--- src/rtl/irq_pkg.sv ---
// ============================================================================
//  Module   : irq_pkg
//  Purpose  : Shared types and constants for the interrupt controller:
//             FSM state encoding, request codes and config register map.
//  Revision : 1.0  initial release
// ============================================================================
`default_nettype none

package irq_pkg;

  // One-hot state encoding; any illegal pattern falls back to IDLE
  typedef enum logic [2:0] {
    IDLE    = 3'b001,
    PENDING = 3'b010,
    SERVICE = 3'b100
  } irq_state_e;

  // Request codes presented to the core
  localparam logic [1:0] IRQ_NONE = 2'b00;
  localparam logic [1:0] IRQ_EXT  = 2'b01;
  localparam logic [1:0] IRQ_TMR  = 2'b10;

  // Config register map
  localparam logic [1:0] CFG_MTIMECMP = 2'd0;
  localparam logic [1:0] CFG_MTIME    = 2'd1;
  localparam logic [1:0] CFG_ENABLE   = 2'd2;

endpackage

`default_nettype wire

--- src/rtl/irq_sync.sv ---
// ============================================================================
//  Module   : irq_sync
//  Purpose  : Multi-flop synchroniser bringing an asynchronous level into the
//             clk domain. Output is the last flop of the chain.
//  Revision : 1.0  initial release
// ============================================================================
`default_nettype none

module irq_sync #(
  parameter int SYNC_STAGES = 2
) (
  input  logic clk,
  input  logic rst,
  input  logic d,
  output logic q
);

  logic [SYNC_STAGES-1:0] sync_q;
  logic [SYNC_STAGES-1:0] sync_d;

  // Shift the raw input one stage deeper each cycle
  always_comb begin
    sync_d = {sync_q[SYNC_STAGES-2:0], d};
  end

  // Chain flops clear asynchronously so no stale level survives reset
  always_ff @(posedge clk or posedge rst) begin
    if (rst) begin
      sync_q <= '0;
    end else begin
      sync_q <= sync_d;
    end
  end

  assign q = sync_q[SYNC_STAGES-1];

endmodule

`default_nettype wire

--- src/rtl/interrupt_controller.sv ---
// ============================================================================
//  Module   : interrupt_controller
//  Purpose  : Merges a machine timer (mtime/mtimecmp) and one asynchronous
//             external line into a prioritised 2-bit request code, holds it
//             until acknowledged and masks new requests until mret completes.
//  Build    : IRQ_CTRL_EXT_EDGE_EN defined -> external pend is edge-triggered;
//             otherwise it follows the synchronised level.
//  Revision : 1.0  initial release
// ============================================================================
`default_nettype none

module interrupt_controller
  import irq_pkg::*;
#(
  parameter int TIMER_W     = 32,
  parameter int PRESCALE    = 1,
  parameter int SYNC_STAGES = 2
) (
  input  logic               clk,
  input  logic               rst,
  input  logic               ext_irq,
  input  logic               irq_ack,
  input  logic               irq_done,
  input  logic               cfg_wr,
  input  logic [1:0]         cfg_addr,
  input  logic [TIMER_W-1:0] cfg_wdata,
  output logic [TIMER_W-1:0] cfg_rdata,
  output logic [1:0]         interrupt,
  output logic               busy
);

  localparam int                 PS_W    = (PRESCALE > 1) ? $clog2(PRESCALE) : 1;
  localparam logic [PS_W-1:0]    PS_MAX  = PS_W'(PRESCALE - 1);
  localparam logic [TIMER_W-1:0] TMR_MAX = '1;

  logic [TIMER_W-1:0] mtime_q, mtime_d;
  logic [TIMER_W-1:0] mtimecmp_q, mtimecmp_d;
  logic [PS_W-1:0]    presc_q, presc_d;
  logic [1:0]         enable_q, enable_d;
  logic               pend_t_q, pend_t_d;
  logic               pend_e_q, pend_e_d;
  logic               armed_q, armed_d;
`ifdef IRQ_CTRL_EXT_EDGE_EN
  logic               ext_prev_q;
`endif
  irq_state_e         state_q;
  logic [1:0]         code_q;
  logic               busy_q;

  logic ext_sync;
  logic wr_cmp, wr_time, wr_en;
  logic tick, wrap, tmr_match;
  logic ack_ok, ack_ext, ack_tmr;

  irq_sync #(.SYNC_STAGES(SYNC_STAGES)) u_sync (
    .clk (clk),
    .rst (rst),
    .d   (ext_irq),
    .q   (ext_sync)
  );

  assign wr_cmp    = cfg_wr && (cfg_addr == CFG_MTIMECMP);
  assign wr_time   = cfg_wr && (cfg_addr == CFG_MTIME);
  assign wr_en     = cfg_wr && (cfg_addr == CFG_ENABLE);
  assign tick      = (presc_q == PS_MAX);
  assign wrap      = tick && (mtime_q == TMR_MAX);
  assign tmr_match = (mtime_q >= mtimecmp_q);
  // code_q doubles as the latched request while PENDING
  assign ack_ok    = (state_q == PENDING) && irq_ack;
  assign ack_ext   = ack_ok && (code_q == IRQ_EXT);
  assign ack_tmr   = ack_ok && (code_q == IRQ_TMR);

  // Timer advance and config register writes; a write overrides the increment
  always_comb begin
    presc_d    = tick ? '0 : presc_q + 1'b1;
    mtime_d    = tick ? mtime_q + 1'b1 : mtime_q;
    mtimecmp_d = mtimecmp_q;
    enable_d   = enable_q;
    if (wr_time) mtime_d    = cfg_wdata;
    if (wr_cmp)  mtimecmp_d = cfg_wdata;
    if (wr_en)   enable_d   = cfg_wdata[1:0];
  end

  // Pend flags. The timer match is a level, so after its request is taken it
  // stays disarmed until mtimecmp is rewritten or mtime wraps around.
  always_comb begin
    armed_d = armed_q;
    if (ack_tmr)          armed_d = 1'b0;
    if (wrap || wr_cmp)   armed_d = 1'b1;

    pend_t_d = pend_t_q | (tmr_match & armed_q & enable_q[0]);
    if (ack_tmr || wr_cmp || wr_time || !enable_q[0]) pend_t_d = 1'b0;

`ifdef IRQ_CTRL_EXT_EDGE_EN
    pend_e_d = pend_e_q;
    if (ack_ext)                 pend_e_d = 1'b0;
    if (ext_sync && !ext_prev_q) pend_e_d = 1'b1;
    if (!enable_q[1])            pend_e_d = 1'b0;
`else
    pend_e_d = ext_sync & enable_q[1] & ~ack_ext;
`endif
  end

  // Timer, config and pend state registers
  always_ff @(posedge clk or posedge rst) begin
    if (rst) begin
      mtime_q    <= '0;
      mtimecmp_q <= '1;
      presc_q    <= '0;
      enable_q   <= 2'b00;
      pend_t_q   <= 1'b0;
      pend_e_q   <= 1'b0;
      armed_q    <= 1'b1;
`ifdef IRQ_CTRL_EXT_EDGE_EN
      ext_prev_q <= 1'b0;
`endif
    end else begin
      mtime_q    <= mtime_d;
      mtimecmp_q <= mtimecmp_d;
      presc_q    <= presc_d;
      enable_q   <= enable_d;
      pend_t_q   <= pend_t_d;
      pend_e_q   <= pend_e_d;
      armed_q    <= armed_d;
`ifdef IRQ_CTRL_EXT_EDGE_EN
      ext_prev_q <= ext_sync;
`endif
    end
  end

  // Request FSM with registered code and busy outputs; external beats timer
  always_ff @(posedge clk or posedge rst) begin
    if (rst) begin
      state_q <= IDLE;
      code_q  <= IRQ_NONE;
      busy_q  <= 1'b0;
    end else begin
      case (state_q)
        IDLE: begin
          if (pend_e_q || pend_t_q) begin
            state_q <= PENDING;
            code_q  <= pend_e_q ? IRQ_EXT : IRQ_TMR;
          end
        end
        PENDING: begin
          if (irq_ack) begin
            state_q <= SERVICE;
            code_q  <= IRQ_NONE;
            busy_q  <= 1'b1;
          end
        end
        SERVICE: begin
          if (irq_done) begin
            state_q <= IDLE;
            busy_q  <= 1'b0;
          end
        end
        default: begin
          state_q <= IDLE;
          code_q  <= IRQ_NONE;
          busy_q  <= 1'b0;
        end
      endcase
    end
  end

  // Combinational config read-back; reserved address reads zero
  always_comb begin
    cfg_rdata = '0;
    case (cfg_addr)
      CFG_MTIMECMP: cfg_rdata = mtimecmp_q;
      CFG_MTIME:    cfg_rdata = mtime_q;
      CFG_ENABLE:   cfg_rdata = {{(TIMER_W-2){1'b0}}, enable_q};
      default:      cfg_rdata = '0;
    endcase
  end

  assign interrupt = code_q;
  assign busy      = busy_q;

endmodule

`default_nettype wire

--- config.mk ---
export PLATFORM = sky130hd
export DESIGN_NAME = interrupt_controller
export DESIGN_NICKNAME = d
export VERILOG_FILES = /design/src/rtl/irq_pkg.sv /design/src/rtl/irq_sync.sv /design/src/rtl/interrupt_controller.sv
export SDC_FILE = /design/constraint.sdc
export NUM_CORES = 1
export LEC_CHECK = 0
export CAP_MARGIN = 5
export CORE_MARGIN = 2
export CORE_UTILIZATION = 50
export CTS_BUF_LIST = sky130_fd_sc_hd__clkbuf_16
export DETAILED_ROUTE_END_ITERATION = 7
export PLACE_DENSITY_LB_ADDON = 0.1
export SLEW_MARGIN = 5
export SYNTH_ARGS = -nofsm -noshare
export SYNTH_HDL_FRONTEND = slang
export SYNTH_HIERARCHICAL = 1
export SYNTH_SLANG_ARGS = --single-unit
export TNS_END_PERCENT = 10
--- constraint.sdc ---
create_clock -name clk -period 3.04 [get_ports clk]
set_clock_uncertainty 0.2 [all_clocks]
set_input_delay 0.456 -clock clk [delete_from_list [all_inputs] [get_ports clk]]
set_output_delay 0.456 -clock clk [all_outputs]
set_load 0.005 [all_outputs]
==> flow_metrics.env, run 1 <==
export IMPL_synth_main_ff_cell="dfrtp_1"
export IMPL_port_buffers=74
export IMPL_die_area_um2=10200
export IMPL_synth_seq_cells=77
export IMPL_fp_coreArea_um2=9200
export IMPL_fin_util=0.645
export IMPL_synth_top_family_by_area="simple AND/OR/NAND/NOR gates"
export IMPL_p_leak_nw=2.53
export IMPL_cts_resized=0
export IMPL_slew_headroom=0.504
export IMPL_synth_edf_count=0
export IMPL_drtIter0Drc=107
export IMPL_final_hold_viol_count=0
export IMPL_synthAdderAreaFrac=0.0874
export IMPL_numCtsBuffers=9
export IMPL_synth_area_leaders="dfrtp_1 (23%), dfstp_2 (19%), ha_1 (8.7%), o21ai_0 (7.0%), mux2i_1 (6.8%)"
export IMPL_setup_tns_ps=0
export IMPL_syn_avg_cell_area_um2=8.83
export IMPL_antenna_found_initial=0
export IMPL_syn_inst=535
export IMPL_die_x_um=101
export IMPL_power_density_nw_per_um2=624
export IMPL_numClockSinks=77
export IMPL_place_congestion=0.844
export IMPL_nFillCells=805
export IMPL_finalNetCount=685
export IMPL_min_period_over_period=0.829
export IMPL_worstPathMaxFanout=3
export IMPL_start_kind="input port"
export IMPL_grt_pass1_wl_um=18900
export IMPL_diodes=0
export IMPL_dr_pass1_iters=4
export IMPL_worstSkewPairLatency_ps=330
export IMPL_wire_per_inst_um=15.4
export IMPL_post_drt_via_cell_ratio=5.51
export IMPL_tritoncts="done"
export IMPL_rows=35
export IMPL_drv_cap=0
export IMPL_clk_path_buf_depth=2
export IMPL_holdBufCountCts=0
export IMPL_synth_compound_area_frac=0.125
export IMPL_final_cells=728
export IMPL_synthSimpleGateAreaFrac=0.194
export IMPL_synthXorXnorAreaFrac=0.0482
export IMPL_dp_hpwl_um=8290
export IMPL_rsz0062_at_grt="false"
export IMPL_fmax_ghz=0.397
export IMPL_drt_wl_total_um=11200
export IMPL_dp_cells=712
export IMPL_path_class="in -> out"
export IMPL_worst_pin_slew_ps=738
export IMPL_yosys_warnings=6
export IMPL_htree_levels=3
export IMPL_vias=4010
export IMPL_hp_class="in -> async"
export IMPL_synth_distinct_cells=44
export IMPL_status="finished clean"
export IMPL_layout_common_cells="nand2_1 (77), clkdlybuf4s50_1 (73), o21ai_0 (66), nor2_1 (50), dfrtp_1 (43)"
export IMPL_fin_crit_ps=2520
export IMPL_route_detailed_drc=0
export IMPL_r2r_setup_slack_ps=750
export IMPL_critPathRequiredTime_ps=2380
export IMPL_setup_violations=0
export IMPL_post_cts_setup_buffers=0
export IMPL_die_h_um=101
export IMPL_r2r_end="mtime_q[31]$_DFF_PP0_"
export IMPL_ant_nets=0
export IMPL_path_clk_slew_ps=60
export IMPL_r2r_start="mtime_q[2]$_DFF_PP0_"
export IMPL_start_util=0.514
export IMPL_grt_max_degree=38
export IMPL_rr_worst_depth=5
export IMPL_cts_root_buf="clkbuf_16"
export IMPL_peakVddDrop_mv=0.342
export IMPL_syn_cell_area_um2=4720
export IMPL_layout_commonest_cell="nand2_1"
export IMPL_yosysTopAreaCell="dfrtp_1"
export IMPL_synth_top_area_share=0.228
export IMPL_worstPathArrival_ps=1860
export IMPL_final_layout_size_suffix_gt1_frac=0.120
export IMPL_async_flop_share=1.00
export IMPL_syn_to_final_growth_pct=25.6
export IMPL_globalRouteOverflowTotal=0
export IMPL_slew_viol_final=0
export IMPL_track_usage=0.234
export IMPL_synth_mux_area_fraction=0.0797
export IMPL_seq_area_frac_synth=0.417
export IMPL_worstSetupEndpointType="output pin"
export IMPL_grt_pass1_vias=4055
export IMPL_ioPinCount=75
export IMPL_synth_nets=608
[worst max path at each step]
stage	from	endpoint	slack, ps	depth (start not counted)
floorplan	rst	busy$_DFFE_PP0P_	530	1
global placement	cfg_addr[1]	mtimecmp_q[12]$_DFFE_PP1P_	530	7
detailed placement	cfg_addr[1]	mtimecmp_q[9]$_DFFE_PP1P_	480	7
CTS	cfg_addr[1]	cfg_rdata[0]	510	5
global route	cfg_addr[1]	cfg_rdata[0]	390	5
finish	cfg_addr[1]	cfg_rdata[0]	520	5
[critical path: stages]
cell and delay (ps):
clkdlybuf4s50_1 500, nor2b_1 230, nand2_1 70, o21ai_0 80, clkdlybuf4s50_1 530
[where the power goes]
part	leakage (nW)	switching (mW)	internal (mW)
logic	1.52	0.558	0.598
registers	0.875	0.263	1.31
clock network	0.127	0.432	0.546
total	2.53	1.25	2.45
[metrics by stage]
step	cell area (um^2)	power, mW	setup slack (ps)	hold slack (ps)
final	5930	3.70	521	109
after global routing	5930	3.99	394	103
after CTS	5930	3.73	512	107
after detailed placement	5660	2.73	476	148
after global placement	5660	2.70	530	139
after floorplan	4720	2.26	530	-2.82
[logic make-up (layout without fill, tap and decap cells)]
group,after synthesis,in the layout
AND/OR/NAND/NOR,194,194
multiplexers,37,37
adder cells (fa/ha/maj),33,33
buffers and inverters,61,143
flip-flops,77,77
AO/OA/AOI/OAI,107,107
XOR/XNOR,26,26
[layer usage]
| layer | share of wire | up-vias | global-route usage |
|---|---|---|---|
| li1 | - | 1999 | - |
| met1 | 0.46 | 1893 | 0.302 |
| met2 | 0.48 | 90 | 0.395 |
| met3 | 0.031 | 28 | 0.0345 |
| met4 | 0.028 | 0 | 0.0988 |
| met5 | 0 | - | 0 |
[Yosys cell counts, types with 2 or more instances]
library cell  instances
o21ai_0              66
mux2_2                4
dfrtp_1              43
or3_1                 3
a21boi_0              2
nor3_1                4
nand2_1              77
nor2b_1               3
nor3b_1               2
inv_1                40
nand2b_1              6
xor2_1               17
nand4b_1              2
a21oi_1              23
and3_1                5
mux2i_1              32
and2_1                2
ha_1                 33
xnor2_1               9
nand3_1              15
a31oi_1               4
nand4_1              11
clkbuf_1             20
dfstp_2              34
and4_1                8
nor2_1               52
[flip-flops by register name (all words and copies together), names as in the netlist]
register	count
mtime_q	32
mtimecmp_q	32
state_q	3
enable_q	2
interrupt	2
u_sync/sync_q	2
armed_q	1
busy	1
pend_e_q	1
pend_t_q	1
[cell type report]
cell class	count	area, um^2	area share
Inverter	40	150	0.0253
Multi-Input combinational cell	397	2530	0.427
Clock inverter	7	42.5	0.00717
Sequential cell	77	1970	0.332
Clock buffer	9	225	0.0380
Timing Repair Buffer	87	871	0.147
Tap cell	111	139	0.0234
No activity file was read; power rests on OpenSTA's default activity.
==> inputs of run 2 (changes only) <==
CORE_UTILIZATION = 49   (was 50)
clock period = 2 ns   (was 3.04 ns; I/O delays follow)
==> run 2 against run 1 <==
  * The flow now finishes with violations (setup timing)
  * Critical path depth grew 2
  * First-iteration DRC count grew 12%
  * Flip-flop and latch count is the same
  * Non-clock buffer count grew 73
  * Combinational power grew 110%
  * Clock-buffer cell count is the same
  * Total power grew 77%
  * Final cell count grew 13%
  * Sequential share of layout area shrank 4.1 points
  * Via count grew 6.0%
  * Largest cell class unchanged
==> flow_metrics.env, run 2 (synthesis gave the netlist of run 1 again) <==
export IMPL_status="finished, violations left"
export IMPL_violations="setup timing"
export IMPL_numCtsBuffers=9
export IMPL_route_detailed_drc=0
export IMPL_fp_coreArea_um2=9280
export IMPL_grt_pass1_vias=4408
export IMPL_diodes=0
export IMPL_setup_violations=1
export IMPL_p_leak_nw=3.03
export IMPL_place_congestion=0.918
export IMPL_final_cells=819
export IMPL_globalRouteOverflowTotal=0
export IMPL_power_density_nw_per_um2=969
export IMPL_tritoncts="done"
export IMPL_antenna_found_initial=0
export IMPL_die_x_um=102
export IMPL_finalNetCount=758
export IMPL_track_usage=0.252
export IMPL_drtIter0Drc=120
export IMPL_die_area_um2=10400
export IMPL_port_buffers=74
export IMPL_drv_cap=0
export IMPL_final_layout_size_suffix_gt1_frac=0.251
export IMPL_die_h_um=102
export IMPL_post_drt_via_cell_ratio=5.19
export IMPL_worst_pin_slew_ps=433
export IMPL_worstSkewPairLatency_ps=340
export IMPL_slew_headroom=0.711
export IMPL_post_dp_cell_area_um2=6210
export IMPL_dr_pass1_iters=4
export IMPL_final_area_um2=6770
export IMPL_vias=4252
export IMPL_min_period_over_period=1.07
export IMPL_wire_per_inst_um=15.2
export IMPL_rows=35
export IMPL_final_hold_viol_count=0
export IMPL_hp_class="reg -> reg"
export IMPL_slew_viol_final=0
export IMPL_grt_max_degree=76
export IMPL_rsz0062_at_grt="true"
export IMPL_worstSetupEndpointType="flop"
export IMPL_fin_ws_ps=-133
export IMPL_cts_root_buf="clkbuf_16"
export IMPL_path_clk_slew_ps=70
export IMPL_worstPathMaxFanout=2
export IMPL_clk_path_buf_depth=2
export IMPL_drt_wl_total_um=12500
export IMPL_peakVddDrop_mv=0.580
export IMPL_nFillCells=714
export IMPL_start_kind="flop"
export IMPL_numClockSinks=77
export IMPL_reg_top3="mtime_q (32), mtimecmp_q (32), state_q (3)"
export IMPL_ioPinCount=75
export IMPL_ant_nets=0
export IMPL_layout_commonest_cell="nand2_1"
export IMPL_path_class="reg -> reg"
export IMPL_critPathRequiredTime_ps=2030
export IMPL_layout_common_cells="nand2_1 (76), buf_4 (74), o21ai_0 (64), nor2_1 (49), dfrtp_1 (42)"
export IMPL_setup_tns_ps=-133
export IMPL_dp_hpwl_um=8750
export IMPL_worstPathArrival_ps=2160
export IMPL_dp_cells=794
export IMPL_fmax_ghz=0.469
export IMPL_fin_crit_ps=2130
export IMPL_syn_to_final_growth_pct=43.3
export IMPL_htree_levels=3
export IMPL_grt_pass1_wl_um=20500
export IMPL_start_util=0.509
==> run 2: layout make-up <==
cell class	count	area, um^2	area share
Clock buffer	9	225	0.0333
Timing Repair Buffer	160	1440	0.213
Inverter	40	154	0.0227
Multi-Input combinational cell	397	2720	0.402
Tap cell	129	161	0.0238
Sequential cell	77	1970	0.291
Clock inverter	7	97.6	0.0144
==> run 2: timing repair <==
item                                    4_1_cts  5_1_grt
cloned                                        0        0
setup buffers                                 1        7
hold endpoints to repair                      2        0
pin swaps                                    10       15
endpoints found under the setup margin       36       16
hold buffers                                  1        0
gates resized for setup                      55       21
==> run 2: path summary, 6_finish.rpt <==
kind                                                   end  slack [ps]  depth (start not counted)                  startpoint
worst max register to register          pend_t_q$_DFF_PP0_        -130                          7  mtimecmp_q[23]$_DFFE_PP1P_
worst max-delay path                    pend_t_q$_DFF_PP0_        -130                          7  mtimecmp_q[23]$_DFFE_PP1P_
worst min register to register  u_sync/sync_q[1]$_DFF_PP0_         160                          0  u_sync/sync_q[0]$_DFF_PP0_
max in group asynchronous       mtimecmp_q[17]$_DFFE_PP1P_         400                          4                         rst
worst min-delay path            u_sync/sync_q[1]$_DFF_PP0_         160                          0  u_sync/sync_q[0]$_DFF_PP0_
min in group asynchronous       u_sync/sync_q[0]$_DFF_PP0_         550                          3                         rst
==> run 2: stage by stage <==
stage | setup slack, ps | power [mW] | utilization | hold WS [ps]
6_report | -133 | 6.56 | 0.729 | 162
5_1_grt | -255 | 6.98 | 0.729 | 167
4_1_cts | -105 | 6.44 | 0.718 | 164
3_5_place_dp | -271 | 4.57 | 0.669 | 149
3_3_place_gp | -176 | 4.50 | 0.669 | 141
2_1_floorplan | -21.9 | 3.44 | - | -159
==> run 2: report_power, final <==
group | switching (mW) | total [mW] | internal [mW]
logic | 1.16 | 2.46 | 1.30
registers | 0.307 | 2.29 | 1.99
clock network | 0.705 | 1.81 | 1.10
total | 2.17 | 6.56 | 4.39
==> run 2: critical path: stages, from the launching register on <==
cell	delay, ps
dfstp_2	530
inv_1	50
ha_1	280
a21oi_1	160
o21ai_1	110
a2111oi_2	370
a21boi_1	110
a41o_1	210
==> run 2: metal layers <==
metal | wire length, um | up-vias | global-route usage
met5 | 0 | - | 0
met4 | 219 | 0 | 0.0985
met3 | 362 | 19 | 0.0315
met2 | 6320 | 81 | 0.441
met1 | 5560 | 2008 | 0.319
li1 | - | 2144 | -
